==> src/rtl/alif_cfg_pkg.sv <==
// alif_cfg_pkg
// Shared definitions for the ALIF configuration loader and the neuron core:
// field widths, serial frame length, loader FSM state encoding and the packed
// parameter-set type.
// Optional feature macro: ALIF_CFG_CHECKSUM_EN (adds a trailing XOR checksum
// nibble to every frame).
package alif_cfg_pkg;

  localparam int THRESH_W     = 8;
  localparam int NIB_W        = 4;
  localparam int PAYLOAD_BITS = THRESH_W + 4 * NIB_W;

`ifdef ALIF_CFG_CHECKSUM_EN
  localparam int FRAME_BITS = PAYLOAD_BITS + NIB_W;
`else
  localparam int FRAME_BITS = PAYLOAD_BITS;
`endif

  localparam int CNT_W = $clog2(FRAME_BITS + 1);

  typedef enum logic [2:0] {
    IDLE,
    SHIFT,
    CHECK,
    PEND,
    DRAIN
  } cfg_state_t;

  // Field order matches the serial frame order (MSB first).
  typedef struct packed {
    logic [THRESH_W-1:0] threshold;
    logic [NIB_W-1:0]    leak_shift;
    logic [NIB_W-1:0]    adapt_inc;
    logic [NIB_W-1:0]    adapt_dec;
    logic [NIB_W-1:0]    refrac_len;
  } alif_params_t;

`ifdef ALIF_CFG_CHECKSUM_EN
  // XOR of the six payload nibbles.
  function automatic logic [NIB_W-1:0] payload_xor(input logic [PAYLOAD_BITS-1:0] p);
    logic [NIB_W-1:0] acc;
    acc = '0;
    for (int i = 0; i < PAYLOAD_BITS / NIB_W; i++) begin
      acc = acc ^ p[i*NIB_W +: NIB_W];
    end
    return acc;
  endfunction
`endif

endpackage

==> src/rtl/alif_cfg_sync.sv <==
// alif_cfg_sync
// Two-flop synchroniser for one raw pin.
// Ports:
//   clk   - system clock
//   rst_n - asynchronous active-low reset (flops clear to 0)
//   d     - asynchronous input pin
//   q     - synchronised output, two clk cycles behind d
module alif_cfg_sync (
  input  logic clk,
  input  logic rst_n,
  input  logic d,
  output logic q
);

  logic meta_q;

  always_ff @(posedge clk or negedge rst_n) begin
    if (!rst_n) begin
      meta_q <= 1'b0;
      q      <= 1'b0;
    end else begin
      meta_q <= d;
      q      <= meta_q;
    end
  end

endmodule

==> src/rtl/alif_param_loader.sv <==
// alif_param_loader
// Serial configuration controller for the ALIF neuron. Deserialises frames
// from load_mode/serial_data into a shadow register, validates them and
// commits them atomically to the active parameter outputs once commit_hold
// is low.
// Optional feature macro: ALIF_CFG_CHECKSUM_EN (28-bit frames with an XOR
// checksum nibble; otherwise 24-bit frames and no checksum check).
// Ports:
//   clk, rst_n            - clock, asynchronous active-low reset
//   load_mode             - raw pin, high frames a transfer
//   serial_data           - raw pin, one bit per clk, MSB first
//   commit_hold           - neuron mid-update, defers the commit
//   threshold..refrac_len - active parameter set
//   params_ready          - active set valid and no load in progress
//   cfg_update            - one-cycle pulse on commit
//   cfg_error             - sticky error, cleared by the next commit
//
// state | meaning
// IDLE  | waiting for lm_s to rise; first bit captured on entry to SHIFT
// SHIFT | shifting frame bits; early lm_s fall is a short-frame error
// CHECK | one-cycle checksum validation
// PEND  | frame valid, waiting for commit_hold low
// DRAIN | discarding bits until lm_s falls
module alif_param_loader
  import alif_cfg_pkg::*;
#(
  parameter logic [7:0] DEF_THRESH    = 8'd64,
  parameter logic [3:0] DEF_LEAK      = 4'd2,
  parameter logic [3:0] DEF_ADAPT_INC = 4'd1,
  parameter logic [3:0] DEF_ADAPT_DEC = 4'd1,
  parameter logic [3:0] DEF_REFRAC    = 4'd3
) (
  input  logic       clk,
  input  logic       rst_n,
  input  logic       load_mode,
  input  logic       serial_data,
  input  logic       commit_hold,
  output logic [7:0] threshold,
  output logic [3:0] leak_shift,
  output logic [3:0] adapt_inc,
  output logic [3:0] adapt_dec,
  output logic [3:0] refrac_len,
  output logic       params_ready,
  output logic       cfg_update,
  output logic       cfg_error
);

  localparam alif_params_t         DEF_PARAMS = {DEF_THRESH, DEF_LEAK, DEF_ADAPT_INC,
                                                 DEF_ADAPT_DEC, DEF_REFRAC};
  localparam logic [CNT_W-1:0]     LAST_CNT   = CNT_W'(FRAME_BITS - 1);

  logic                  lm_s;
  logic                  sd_s;
  cfg_state_t            state_q;
  logic [FRAME_BITS-1:0] shadow_q;
  logic [CNT_W-1:0]      cnt_q;
  alif_params_t          active_q;
  alif_params_t          shadow_payload;
  logic                  ready_q;
  logic                  ready_pre_q;
  logic                  update_q;
  logic                  error_q;
  logic                  check_ok;

  alif_cfg_sync u_sync_lm (.clk(clk), .rst_n(rst_n), .d(load_mode),   .q(lm_s));
  alif_cfg_sync u_sync_sd (.clk(clk), .rst_n(rst_n), .d(serial_data), .q(sd_s));

  assign shadow_payload = shadow_q[FRAME_BITS-1 -: PAYLOAD_BITS];

`ifdef ALIF_CFG_CHECKSUM_EN
  assign check_ok = (shadow_q[NIB_W-1:0] == payload_xor(shadow_payload));
`else
  assign check_ok = 1'b1;
`endif

  always_ff @(posedge clk or negedge rst_n) begin
    if (!rst_n) begin
      state_q     <= IDLE;
      shadow_q    <= '0;
      cnt_q       <= '0;
      active_q    <= DEF_PARAMS;
      ready_q     <= 1'b0;
      ready_pre_q <= 1'b0;
      update_q    <= 1'b0;
      error_q     <= 1'b0;
    end else begin
      update_q <= 1'b0;
      case (state_q)
        IDLE: begin
          if (lm_s) begin
            shadow_q    <= {{(FRAME_BITS-1){1'b0}}, sd_s};
            cnt_q       <= CNT_W'(1);
            ready_pre_q <= ready_q;
            ready_q     <= 1'b0;
            state_q     <= SHIFT;
          end
        end
        SHIFT: begin
          if (lm_s) begin
            shadow_q <= {shadow_q[FRAME_BITS-2:0], sd_s};
            cnt_q    <= cnt_q + 1'b1;
            if (cnt_q == LAST_CNT) begin
              state_q <= CHECK;
            end
          end else begin
            // short frame: drop it and restore the readiness seen before the load
            error_q <= 1'b1;
            ready_q <= ready_pre_q;
            state_q <= IDLE;
          end
        end
        CHECK: begin
          if (check_ok) begin
            state_q <= PEND;
          end else begin
            error_q <= 1'b1;
            ready_q <= ready_pre_q;
            state_q <= DRAIN;
          end
        end
        PEND: begin
          // commits regardless of lm_s; only commit_hold can defer it
          if (!commit_hold) begin
            active_q <= shadow_payload;
            update_q <= 1'b1;
            error_q  <= 1'b0;
            ready_q  <= 1'b1;
            state_q  <= DRAIN;
          end
        end
        DRAIN: begin
          if (!lm_s) begin
            state_q <= IDLE;
          end
        end
        default: state_q <= IDLE;
      endcase
    end
  end

  assign threshold    = active_q.threshold;
  assign leak_shift   = active_q.leak_shift;
  assign adapt_inc    = active_q.adapt_inc;
  assign adapt_dec    = active_q.adapt_dec;
  assign refrac_len   = active_q.refrac_len;
  assign params_ready = ready_q;
  assign cfg_update   = update_q;
  assign cfg_error    = error_q;

endmodule

==> config.mk <==
export PLATFORM = sky130hd
export DESIGN_NAME = alif_param_loader
export DESIGN_NICKNAME = d
export VERILOG_FILES = /design/src/rtl/alif_cfg_pkg.sv /design/src/rtl/alif_cfg_sync.sv /design/src/rtl/alif_param_loader.sv
export SDC_FILE = /design/constraint.sdc
export NUM_CORES = 1
export LEC_CHECK = 0
export CAP_MARGIN = 20
export CORE_MARGIN = 1.5
export CORE_UTILIZATION = 33
export DETAILED_ROUTE_END_ITERATION = 6
export PLACE_DENSITY = 0.48
export SLEW_MARGIN = 10
export SYNTH_ARGS = -nofsm -noshare
export SYNTH_HDL_FRONTEND = slang
export SYNTH_SLANG_ARGS = --single-unit
==> constraint.sdc <==
create_clock -name clk -period 4.5 [get_ports clk]
set_clock_uncertainty 0.05 [all_clocks]
set_input_delay 0.9 -clock clk [delete_from_list [all_inputs] [get_ports clk]]
set_output_delay 0.9 -clock clk [all_outputs]
set_load 0.03 [all_outputs]
-- Yosys cells after proc, flatten, opt, wreduce, memory -nomap -nowiden
Index checks and enable logic that the tools add are counted.
W data, S select, Z words.
- bits in registers: 64
- latch bits: 0
- memory bits (writable): 0
- bits in read-only memories: 0
- bits of input ports: 5
- output and inout port bits: 27
- logic and storage cells: 59
- memories: 0
- $add $sub $neg: 1
- $mul: 0
- divide/modulo/power cells: 0
- $lt $le $gt $ge: 0
- equality and inequality tests: 11
- shifts and indexed selects: 0
- mux-type cells: 21
- bitwise gates (word level): 1
- reduce and logical (&&, ||, !) cells: 9
- operators with widths (kind ; number):
    $mux W24 ; 2
    $pmux W24 S2 ; 1
    $mux W3 ; 5
    $pmux W3 S5 ; 1
    $mux W5 ; 2
    $pmux W5 S2 ; 1
    $reduce_and A3 Y1 ; 3
    $mux W1 ; 7
    $eq A3 B2 Y1 const B ; 2
    $ne A2 B2 Y1 const B ; 3
    $add A5 B1 Y5 const B ; 1
    $eq A5 B5 Y1 const B ; 1
    $ne A2 B1 Y1 const B ; 2
    $reduce_and A4 Y1 ; 1
    $reduce_bool A2 Y1 ; 2
    $eq A3 B1 Y1 const B ; 1
    $eq A3 B3 Y1 const B ; 1
    $logic_not A3 Y1 ; 1
    $ne A3 B3 Y1 const B ; 1
    $pmux W1 S3 ; 1
    $reduce_bool A3 Y1 ; 1
    $pmux W1 S2 ; 1
    $reduce_and A2 Y1 ; 1
    $not A1 Y1 ; 1

-- Longest topological paths before layout
Gate-level depths: netlist of run 1.
- depth in word-level cells: 4
- mapped depth: 6

-- Cells and area by module
A second synthesis of run 1 with hierarchy kept.
- cells, all modules: 215
- area, all modules: 2524.9 um^2
- modules (own cells, without submodules) (module ; instances ; cells an instance ; area an instance (um^2)):
    alif_param_loader ; 1 ; 211 ; 2424.8
    alif_cfg_sync ; 2 ; 2 ; 50.0

-- Worst setup path before layout of run 1
No wires, ideal clock.
- path kind: input to register
- start point: input port commit_hold
- end point: register active_q, in the netlist adapt_inc[3]
- setup time: 0.125 ns
- arrival time: 1.885 ns
- data required time: 4.325 ns
- setup slack: 2.440 ns
- stages: 4
- buffers on the path: 1
- cell sequence: nand2b_1 > nor3_4 > buf_6 > mux2_2
- cells in the longest elaborated chain, start to end: 2
- RTL lines (what ; RTL line ; RTL):
    from (decl) ; alif_param_loader.sv:37 ; input logic commit_hold,
    $not A1 Y1 (no source line) ; -- ;
    $reduce_and A2 Y1 (no source line) ; -- ;
    to (signal assigned) ; alif_param_loader.sv:124 ; active_q <= shadow_payload;
    to (decl) ; alif_param_loader.sv:57 ; alif_params_t active_q;
No other way between the ends.
A chain may end at the register's enable or synchronous reset.

-- Final worst setup path of run 1
- start point: register active_q, in the netlist threshold[6]
- end point: output port threshold[6]
- RTL lines (what ; RTL line ; RTL):
    to (decl) ; alif_param_loader.sv:38 ; output logic [7:0] threshold,
No word-level cell between the ends.

==> metrics.txt, run 1 <==
power after layout 0.00115 W; post-synth top area share 0.575; VDD IR max about 130 uV; Starting Density 0.344; std cell rows 31; register area 1610 sq um; CP required ~3.6 ns; GR Overflow Total 0; max_slew headroom 0.542; routed via count 1607; initial antenna violation count 0; clk slew on worst S/H paths 0.07 ns; DP Wirelength 2630 um; TritonCTS Buffers 9; final count of pins violating max slew 0; htree depth 3; Clock Sinks 64; antenna viol nets, final 0; Pre-antenna DRT Iters 4; multi-input logic area 836 sq um; Setup TNS 0 ns; CTS Hold Bufs 0; crit path max fanout 2; Cells after Synth 213; Avg Cell Area, Syn 11.8 sq um; worst skew pair latency 0.33 ns; RSZ-0062 raised after global routing no; CP Launch Type flop; post-synth net total approximately 220; Via density ~4.6; synth-to-layout area growth 22.9%; Cell Area, Synth between 2000 and 3000 sq um; Max-Cap Viols 0; Critical Path Slowest Stage Cell clkdlybuf4s50_1; most numerous cell in the Yosys netlist dfrtp_1; Diodes inserted 0; kind of end point of the critical path output port; #FFs+latches synth 64; FFs w/ async S/R, synth 1.00; Worst Max-Slew Pin Slew 0.687 ns; Chip Height between 90 and 100 um; Remaining DRCs 0; wirelength, routed 4450 um; Clock Tree Buf Depth 2; status completed; CTS resizes 0; sequential area share after synthesis 0.638; routability cong. 0.685; Synth area leader dfrtp_1; Synth cell types 30; prevailing post-synth register cell dfrtp_1; largest net degree at the start of global routing 59; crit-path cells clkdlybuf4s50_1; Die W 90.4 um; first-pass GRT wire length slightly above 8000 um; CTS tree yes; final worst path period share 0.553; vias in the first global route about 1600; time the final worst path needs with I/O delays and setup 2.49 ns; Largest stage delay, worst path 0.66 ns; Final nets between 200 and 300; wire length per cell after detailed routing about 13 um; LEAKAGE 1.34 nW; initial drt markers 70; EDFF count, synth 0; Worst EP arrival 1.54 ns; Final setup viols 0; core box area 7330 sq um; DIE AREA ~8200 sq um; total global-route track usage 0.128; Fill cells 677; CTS root buf clkbuf_8; CP Class flop to output port; Final Hold Fails 0; synth warn 0; Buf/Inv on CP 1; number of port buffers 31; PwrDens 371 nW/um^2; Synth area leaders dfrtp_1 58%, mux2_2 12%, nand2_1 7.7%; setup bufs post-CTS 0; crit-path leading delay family buffers and inverters; number of top-level pins 32; share of cells above drive strength 1 0.207; HP Class flop to flop; top cells by count, synth 58 x dfrtp_1, 52 x nand2_1, 29 x o21ai_0; maximum clock frequency between 400 and 500 MHz
==> where the power goes <==
group | total [W] | switching, W | internal [W]
registers | 0.000611 | 0.0000164 | 0.000594
clock network | 0.000482 | 0.000211 | 0.000271
logic | 0.0000574 | 0.0000371 | 0.0000203
==> per-layer routing <==
layer / part of all wire / wire length (um) / vias up / track usage
met3: 0.034 / 153 / 6 / 0.0370
met1: 0.51 / 2260 / 776 / 0.180
met2: 0.44 / 1960 / 27 / 0.180
li1: - / - / 798 / -
met5: 0 / 0 / - / 0
met4: 0.018 / 79 / 0 / 0.0635
==> cell families after synthesis <==
kind of cell	share of synthesized area
adder cells (fa/ha/maj)	0.00496
flip-flops	0.638
buffers and inverters	0.0308
AO/OA/AOI/OAI	0.0868
AND/OR/NAND/NOR	0.120
multiplexers	0.120
==> cells in the final DEF (no fill, tap or decap), types with 2 or more instances in the layout <==
master / count
a21oi_1: 2
buf_4: 3
clkbuf_1: 3
clkbuf_8: 10
clkdlybuf4s50_1: 30
dfrtp_1: 58
dfstp_2: 6
inv_1: 3
mux2_2: 26
nand2_1: 52
nand2b_1: 2
nand3_1: 4
nor2_1: 2
o21ai_0: 29
==> worst reg2reg max path: cells and delay by family, from the launching register on <==
kind          cells  cell delay, ns
simple gates      3            1.30
flops             1            0.48
==> final timing paths <==
path | startpoint | end | slack [ns] | cells after the start
min in group asynchronous | rst_n | refrac_len[2]$_DFFE_PN0P_ | 0.56 | 1
max in group asynchronous | rst_n | leak_shift[1]$_DFFE_PN1P_ | 2.91 | 2
min reg2reg | u_sync_sd.meta_q$_DFF_PN0_ | u_sync_sd.q$_DFF_PN0_ | 0.30 | 0
max reg2reg | state_q[2]$_DFFE_PN0P_ | cnt_q[3]$_DFFE_PN0P_ | 2.61 | 3
max | threshold[6]$_DFFE_PN1P_ | threshold[6] | 2.01 | 1
min | u_sync_sd.meta_q$_DFF_PN0_ | u_sync_sd.q$_DFF_PN0_ | 0.30 | 0
==> final cells by class <==
class                      instances  area share
sequential                        64       0.519
multi-input combinational        134       0.270
timing repair buffer              34       0.106
clock buffer                      13      0.0480
tap                               99      0.0400
clock inverter                     3      0.0137
inverter                           3     0.00363
==> state kept, by name, summed over array words and instances (netlist names) <==
register          flops
shadow_payload       24
threshold             8
cnt_q                 5
adapt_dec             4
adapt_inc             4
leak_shift            4
refrac_len            4
state_q               3
cfg_error             1
cfg_update            1
params_ready          1
ready_pre_q           1
u_sync_lm.meta_q      1
u_sync_lm.q           1
u_sync_sd.meta_q      1
u_sync_sd.q           1
==> through the flow <==
step           cell area (sq um)  setup WS [ns]   util  cells  hold WS, ns
4_1_cts                     3100           2.00  0.423    350        0.303
6_report                    3100           2.01  0.423    350        0.301
2_1_floorplan               2520           2.44      -    213        0.281
5_1_grt                     3100           1.97  0.423    350        0.325
3_5_place_dp                2910           1.88  0.397    334        0.287
3_3_place_gp                2910           1.91  0.397    334        0.283
Power figures use the tool's default switching activity.
==> run 2: changes to the inputs <==
==> constraint.sdc (replaced) <==
create_clock -name clk -period 2.4 [get_ports clk]
set_clock_uncertainty 0.05 [all_clocks]
set_input_delay 0.48 -clock clk [delete_from_list [all_inputs] [get_ports clk]]
set_output_delay 0.48 -clock clk [all_outputs]
set_load 0.03 [all_outputs]
==> run 2 against run 1 <==
  * Final cell count grew 0.57%
  * Die area stayed put
  * Global-route usage down 0.26 points
  * First-iteration DRC count fell by 57%
  * Non-clock buffer count rose by 2
  * Critical endpoint is now refrac_len[1]
  * Largest power group unchanged
==> metrics.txt, run 2 (synthesis results as in run 1) <==
Largest stage delay, worst path 0.66 ns; Sw Ratio 0.237; register area around 1600 sq um; wirelength, routed between 4000 and 5000 um; maximum clock frequency 486 MHz; Buf/Inv on CP 1; initial drt markers 30; Critical Path Slowest Stage Cell clkdlybuf4s50_1; placed inst area 2950 sq um; worst skew pair latency 0.33 ns; CTS tree yes; CP Launch Type flop; Internal Pwr Total roughly 0.0016 W; antenna viol nets, final 0; CTS root buf clkbuf_8; Clock Sinks 64; Chip Height between 90 and 100 um; PwrDens 656 nW/um^2; final core utilization 0.424; TritonCTS Buffers 9; Fill cells 725; CP required 1.87 ns; GR Overflow Total 0; LEAKAGE between 1 and 1.5 nW; DIE AREA slightly above 8000 sq um; number of port buffers 31; Setup TNS 0 ns; total global-route track usage 0.126; RSZ-0062 raised after global routing no; initial antenna violation count 0; CTS resizes 0; vias in the first global route 1603; wire length per cell after detailed routing between 10 and 15 um; Reg power frac 0.563; Pre-antenna DRT Iters 4; VDD IR max 251 uV; Starting Density 0.344; crit-path leading delay family buffers and inverters; Final nets around 250; routed via count 1647; final worst path period share 0.857; Final Hold Fails 0; Die W 90.4 um; largest net degree at the start of global routing 33; time the final worst path needs with I/O delays and setup 2.06 ns; clk slew on worst S/H paths 0.07 ns; Diodes inserted 0; Max-Cap Viols 0; Crit Reg-Reg Startpoint state_q[1]$_DFFE_PN0P_; number of flip-flops in the largest register 24; multi-input logic area roughly 840 sq um; reg2reg setup slack 0.67 ns; cells on worst reg2reg path 3; Via density 4.68; clock share of power 0.382; R2R Path End cnt_q[3]$_DFFE_PN0P_; Final setup viols 0; htree depth 3; crit path max fanout 2; Hold WS 0.0455 ns; Sw Pwr 0.000483 W; final count of pins violating max slew 0; share of cells above drive strength 1 0.209; most frequent cells in the layout 58 x dfrtp_1, 52 x nand2_1, 30 x clkdlybuf4s50_1; synth-to-layout area growth 23.3%; routability cong. 0.701; fin area approximately 3100 sq um; first-pass GRT wire length 8020 um; Remaining DRCs 0; max_slew headroom 0.684; number of top-level pins 32; CTS Hold Bufs 0; HP Class input port to async pin; status completed; commonest non-fill, non-tap cell in the layout dfrtp_1; crit-path cells clkdlybuf4s50_1; setup bufs post-CTS 0; Combinational Power Share 0.055; std cell rows 31; kind of end point of the critical path output port; DP Wirelength ~2800 um; CP Class flop to output port; core box area 7330 sq um; Worst Max-Slew Pin Slew 0.474 ns; Worst EP arrival 1.53 ns; Clock Tree Buf Depth 2
-- run 2: cell types whose count changed in the layout (fill, tap and decap cells not counted) --
cell        change
bufinv_16       -1
clkinvlp_4      -1
buf_12          +2
clkinv_2        +1
clkbuf_1        +1
-- run 2: power groups by stage --
stage | Clock, W | Sequential (W) | Combinational [W]
6_report | 0.000779 | 0.00115 | 0.000113
5_1_grt | 0.000857 | 0.00115 | 0.000132
4_1_cts | 0.000812 | 0.00115 | 0.000117
3_5_place_dp | 0 | 0.00117 | 0.000117
3_3_place_gp | 0 | 0.00117 | 0.000115
2_1_floorplan | 0 | 0.00116 | 0.0000633
-- run 2: through the flow --
step           setup WS, ns  total power (W)  std cells
2_1_floorplan         0.760          0.00123        213
3_3_place_gp          0.358          0.00128        336
3_5_place_dp          0.332          0.00129        336
4_1_cts               0.317          0.00208        352
5_1_grt               0.299          0.00214        352
6_report              0.343          0.00204        352
-- run 2: worst reg2reg max path, stage by stage (launching register included) --
cell,delay [ns]
dfrtp_1,0.46
or3b_4,0.57
or4_1,0.50
nand3_1,0.09
-- run 2: how the worst max path moves through the flow --
stage	from	end	slack, ns	cells after the start
after floorplan	commit_hold	adapt_inc[3]$_DFFE_PN0P_	0.76	4
after global placement	commit_hold	adapt_inc[2]$_DFFE_PN0P_	0.36	5
after detailed placement	commit_hold	leak_shift[2]$_DFFE_PN0P_	0.33	5
after CTS	refrac_len[0]$_DFFE_PN1P_	refrac_len[0]	0.32	1
after global routing	refrac_len[1]$_DFFE_PN1P_	refrac_len[1]	0.30	1
final	refrac_len[1]$_DFFE_PN1P_	refrac_len[1]	0.34	1
-- run 2: area by class of cell --
class	instances	area share
clock inverter	2	0.00322
multi-input combinational	134	0.269
inverter	3	0.00362
tap	99	0.0398
timing repair buffer	36	0.118
clock buffer	14	0.0491
sequential	64	0.517
-- run 2: routing by layer --
layer | track usage | wire (um)
met5 | 0 | 0
met4 | 0.0794 | 115
met3 | 0.0261 | 117
met2 | 0.174 | 1920
met1 | 0.178 | 2340
==> run 3: changes to the inputs <==
--- a/config.mk
+++ b/config.mk
@@ -5,7 +5,6 @@
 export SDC_FILE = /design/constraint.sdc
 export NUM_CORES = 1
 export LEC_CHECK = 0
-export CAP_MARGIN = 20
 export CORE_MARGIN = 1.5
 export CORE_UTILIZATION = 33
 export DETAILED_ROUTE_END_ITERATION = 6
==> results of run 3 <==
The final DEF is identical to that of run 2; final timing and power are the same.
